===== src/rtl/regfile_sb.sv =====
// regfile_sb: parametrised register file with two write ports (ALU and load
// writeback), NUM_RD combinational read ports with optional same-cycle bypass,
// a pending-load scoreboard with an outstanding-load limit, and the PC
// sequencer mapped onto the top register index.
module regfile_sb #(
   parameter int DATA_W   = 32,
   parameter int NUM_REGS = 16,
   parameter int PC_W     = 7,
   parameter int NUM_RD   = 4,
   parameter int BYPASS   = 1,
   parameter int MAX_PEND = 4,
   localparam int AW      = $clog2(NUM_REGS),
   localparam int CW      = $clog2(MAX_PEND + 1)
) (
   input  logic                     clk,
   input  logic                     rst_n,
   input  logic [DATA_W-1:0]        w_data1,
   input  logic [AW-1:0]            w_addr1,
   input  logic                     w_en1,
   input  logic [DATA_W-1:0]        w_data_ldr,
   input  logic [AW-1:0]            w_addr_ldr,
   input  logic                     w_en_ldr,
   input  logic                     ldr_issue,
   input  logic [AW-1:0]            ldr_issue_addr,
   output logic                     issue_ready,
   input  logic [NUM_RD*AW-1:0]     rd_addr,
   output logic [NUM_RD*DATA_W-1:0] rd_data,
   output logic [NUM_RD-1:0]        rd_busy,
   input  logic [1:0]               sel_pc,
   input  logic                     load_pc,
   input  logic [PC_W-1:0]          start_pc,
   input  logic [PC_W-1:0]          dp_pc,
   output logic [PC_W-1:0]          pc_out,
   output logic [CW-1:0]            pend_cnt,
   output logic                     sb_err
);

   localparam int            PC_IDX = NUM_REGS - 1;
   // Storage spans the full address space so any AW-bit index is in range;
   // entries at or above the PC index are never written and read as zero.
   localparam int            NADDR  = 1 << AW;
   localparam logic [AW-1:0] PC_A   = AW'(PC_IDX);

   logic [DATA_W-1:0] gpr_q [NADDR];
   logic [DATA_W-1:0] gpr_d [NADDR];
   logic [NADDR-1:0]  busy_q;
   logic [NADDR-1:0]  busy_d;
   logic [NADDR-1:0]  busy_clr;
   logic [CW-1:0]     pend_q;
   logic [CW-1:0]     pend_d;
   logic              err_q;
   logic              err_d;
   logic [PC_W-1:0]   pc_q;
   logic [PC_W-1:0]   pc_d;

   logic              wr1_ok;
   logic              wrl_ok;
   logic              ld_clr;
   logic              iss_to_pc;
   logic              iss_ok;
   logic              iss_err;
   logic [AW-1:0]     rd_a [NUM_RD];

   assign issue_ready = (pend_q < CW'(MAX_PEND));
   assign pend_cnt    = pend_q;
   assign sb_err      = err_q;
   assign pc_out      = pc_q;

   // Qualify writes (PC index is read-only here) and build next GPR contents; load data wins a tie.
   always_comb begin
      wr1_ok = w_en1 && (w_addr1 < PC_A);
      wrl_ok = w_en_ldr && (w_addr_ldr < PC_A);
      gpr_d  = gpr_q;
      if (wr1_ok) begin
         gpr_d[w_addr1] = w_data1;
      end
      if (wrl_ok) begin
         gpr_d[w_addr_ldr] = w_data_ldr;
      end
   end

   // Scoreboard: apply the writeback clear first, then judge the issue against the cleared bits.
   always_comb begin
      ld_clr   = wrl_ok && busy_q[w_addr_ldr];
      busy_clr = busy_q;
      if (ld_clr) begin
         busy_clr[w_addr_ldr] = 1'b0;
      end
      iss_to_pc = !(ldr_issue_addr < PC_A);
      iss_ok    = ldr_issue && issue_ready && !iss_to_pc && !busy_clr[ldr_issue_addr];
      iss_err   = ldr_issue && !iss_ok;
      busy_d    = busy_clr;
      if (iss_ok) begin
         busy_d[ldr_issue_addr] = 1'b1;
      end
      pend_d = pend_q + CW'(iss_ok) - CW'(ld_clr);
      err_d  = err_q | iss_err;
   end

   // PC sequencer: load start address, take branch target, or increment with natural wrap.
   always_comb begin
      pc_d = pc_q;
      if (load_pc) begin
         case (sel_pc)
            2'b01:   pc_d = start_pc;
            2'b11:   pc_d = dp_pc;
            default: pc_d = pc_q + PC_W'(1);
         endcase
      end
   end

   // Read ports: PC index returns the zero-extended PC; otherwise stored value, optionally bypassed.
   always_comb begin
      rd_data = '0;
      rd_busy = '0;
      for (int i = 0; i < NUM_RD; i++) begin
         rd_a[i] = rd_addr[i*AW +: AW];
         if (rd_a[i] == PC_A) begin
            rd_data[i*DATA_W +: DATA_W] = DATA_W'(pc_q);
         end else begin
            rd_data[i*DATA_W +: DATA_W] = gpr_q[rd_a[i]];
            if (BYPASS != 0) begin
               if (wrl_ok && (w_addr_ldr == rd_a[i])) begin
                  rd_data[i*DATA_W +: DATA_W] = w_data_ldr;
               end else if (wr1_ok && (w_addr1 == rd_a[i])) begin
                  rd_data[i*DATA_W +: DATA_W] = w_data1;
               end
            end
            // A load landing this cycle already satisfies the dependency when bypassing.
            rd_busy[i] = busy_q[rd_a[i]] &&
                         !((BYPASS != 0) && ld_clr && (w_addr_ldr == rd_a[i]));
         end
      end
   end

   // State register: async clear forgets all in-flight loads, errors, PC and register contents.
   always_ff @(posedge clk or negedge rst_n) begin
      if (!rst_n) begin
         for (int r = 0; r < NADDR; r++) begin
            gpr_q[r] <= '0;
         end
         busy_q <= '0;
         pend_q <= '0;
         err_q  <= 1'b0;
         pc_q   <= '0;
      end else begin
         gpr_q  <= gpr_d;
         busy_q <= busy_d;
         pend_q <= pend_d;
         err_q  <= err_d;
         pc_q   <= pc_d;
      end
   end

endmodule


===== config.mk =====
export PLATFORM = sky130hd
export DESIGN_NAME = regfile_sb
export DESIGN_NICKNAME = d
export VERILOG_FILES = /design/src/rtl/regfile_sb.sv
export SDC_FILE = /design/constraint.sdc
export NUM_CORES = 2
export LEC_CHECK = 0
export ABC_AREA = 0
export CELL_PAD_IN_SITES_DETAIL_PLACEMENT = 1
export CELL_PAD_IN_SITES_GLOBAL_PLACEMENT = 2
export CORE_MARGIN = 10
export CORE_UTILIZATION = 42
export CTS_CLUSTER_SIZE = 30
export DETAILED_ROUTE_END_ITERATION = 7
export GPL_TIMING_DRIVEN = 1
export PLACE_DENSITY_LB_ADDON = 0.1
export SLEW_MARGIN = 0
export SYNTH_ARGS = -nofsm -noshare
export SYNTH_HDL_FRONTEND = slang
export SYNTH_SLANG_ARGS = --single-unit

===== constraint.sdc =====
create_clock -name clk -period 4.07 [get_ports clk]
set_clock_uncertainty 0.05 [all_clocks]
set_input_delay 0.407 -clock clk [delete_from_list [all_inputs] [get_ports clk]]
set_output_delay 0.407 -clock clk [all_outputs]
set_load 0.02 [all_outputs]

==> out/metrics.csv <==
metric,value,unit
drtIter0Drc,4880,
avgSynthCellArea,11.09,sq um
r2r_slack,980,ps
syn_nets,4052,
worstReg2RegEnd,pend_cnt[2],
status,completed,
syn_area,43610,sq um
reg2reg_from,busy_q[3],
place.gp.congestion,0.9153,
maxCapViolCount,0,
max_freq,249.6,MHz
path_clk_slew,60,ps
synth-async-reset-ratio,100.0,%
grt_pass1_wl,294100,um
via_per_inst,7.162,
p_comb_share,38.4,%
final_area,50690,sq um
synth.cells.most_frequent,"661 x mux4_2, 539 x dfrtp_1, 470 x a21oi_1",
clkPwrFrac,27.1,%
core_area,103300,sq um
vias,38660,
drc,0,
r2r_cells,10,
cts_tree,yes,
min_period,4007,ps
fin_nets,4075,
die_h,342.2,um
ys_seq_area_share,30.93,%
synth_edf_count,0,
clk_path_buf_depth,3,
routed_wl,202500,um
drtPass1Iterations,5,
synth_top_area_share,34.13,%
clk_latency,650,ps
io_buffers,257,
yosys_warnings,0,
drive_gt1_share,26.82,%
internal_power,15670,uW
hold_class,in -> async,
yosysUniqueCellTypes,56,
tns,0,ps
grt_max_degree,96,
switching_share,35.66,%
cp-start-kind,input port,
antenna_found_initial,7,
synth_top_cells_by_area,"mux4_2 34%, dfrtp_1 31%, mux2i_1 8.4%",
peakVddDrop,0.0003458,V
wl_per_cell,37.51,um
yosys.area.top_type,mux4_2,
crit_required,3610,ps
yosysMostFrequentCell,mux4_2,
tightest_slew,1227,ps
setup.worst_path.end_class,output pin,
relSlewSlack,18.22,%
hpwl,127500,um
die_x,342.2,um
cts_buffers,72,
grt.overflow.total,0,
start_util,42.20,%
ant_nets,0,
seq_area,13490,sq um
setup_viol_count_final,0,
synth_flop_cell,dfrtp_1,
leakage,0.01891,uW
fp.dieArea,117100,sq um
ys_ff_latch,539,
first_global_vias,40700,
rsz0062_at_grt,false,
placed_area,48270,sq um
switchingPower,8686,uW
crit_arrival,3550,ps
path_class,in -> out,
cts_setup_buffers,0,
areaGrowthSynthToFinish,16.23,%
io_pins,258,
fillers,10700,
critPathLaunch,w_addr1[1],
cts-root-buf,clkbuf_16,
drv_slew,0,
synthesis.instances,3934,
grt_use_total,34.20,%
p_seq_share,34.6,%
multi_input_area,27860,sq um
final_hold_viol_count,0,
cp_max_fo,16,
cts_sinks,539,
rows,118,
finalCritPeriodShare,98.44,%
cts.htree.levels,3,
p_per_area,480.5,nW/um^2
## state kept, by name, indices dropped and copies added, names as in the netlist
name	count
pend_cnt	3
pc_out	7
sb_err	1
busy_q	16
gpr_q	512
## worst max-delay path by stage
| stage | end | slack (ps) | depth (start not counted) |
|---|---|---|---|
| 4_1_cts | rd_data[101] | 10 | 8 |
| 5_1_grt | rd_data[65] | 10 | 9 |
| 2_1_floorplan | pend_cnt[2] | 880 | 14 |
| 6_report | rd_data[39] | 60 | 9 |
| 3_5_place_dp | rd_data[4] | -6 | 9 |
| 3_3_place_gp | rd_data[6] | 40 | 9 |
## final cells by class
cell class                      instances  share of cell area [%]
Multi-Input combinational cell       2794                   54.96
Sequential cell                       539                   26.61
Timing Repair Buffer                  487                   9.836
Clock buffer                          108                   4.344
Tap cell                             1380                   3.406
Inverter                               63                  0.4665
Clock inverter                         21                  0.3530
Antenna cell                            5                 0.02468
## timing repair
item,4_1_cts,5_1_grt
setup endpoints to repair,7,29
cloned,0,0
hold buffers,1,0
endpoints found under the hold margin,82,0
gates resized for setup,1,3
## cells in the final DEF (no fill, tap or decap), drive strengths merged, types with 76 or more instances in the layout
cell	count
a21oi	470
buf	255
clkbuf	108
clkdlybuf4s50	230
dfrtp	539
mux2i	365
mux4	661
nand2	239
nand4	82
nor2	458
o21ai	226
o221ai	76
## critical path, cell delays in order
cell	delay, ps
clkdlybuf4s50_1	600
buf_4	260
nand2_1	60
o21a_1	270
and4_2	310
buf_12	260
mux2i_1	120
a21oi_1	510
clkdlybuf4s50_1	720
## metrics by stage
stage	total power, uW	setup slack [ps]	hold slack (ps)	std cells	util, %
3_5_place_dp	17680	-5.675	324.8	5262	46.70
4_1_cts	24320	10.88	337.4	5392	49.02
5_1_grt	25370	12.35	355.5	5393	49.04
2_1_floorplan	14080	877.7	61.41	3934	-
6_report	24360	63.43	334.3	5397	49.05
3_3_place_gp	17190	36.96	328.3	5262	46.70
## metal layers
layer | track usage [%] | share of wire (%) | vias to the layer above | wire, um
met5 | 0 | 0.016 | - | 33
met4 | 18.07 | 6.0 | 6 | 12110
met3 | 9.050 | 10 | 650 | 21190
met2 | 52.23 | 45 | 2508 | 91860
met1 | 44.35 | 38 | 20310 | 77260
li1 | - | - | 15190 | -
## power groups by stage
stage	sequential, uW	combinational [uW]	clock, uW
after floorplan	7790	6290	0
after global placement	8170	9020	0
after detailed placement	8420	9270	0
after CTS	8350	9310	6660
after global routing	8630	9860	6880
final	8420	9340	6590
## kinds of logic (layout without fill, tap and decap cells)
logic type	Yosys count	after routing	synth area share, %
other cells	0	5	0
buf+inv	601	679	5.855
fa+ha+maj	4	4	0.1320
xor+xnor	34	34	0.6828
compound gates	869	869	11.53
simple gates	859	859	8.311
mux	1028	1028	42.56
flops	539	539	30.93
No activity file was read; power rests on OpenSTA's default activity.
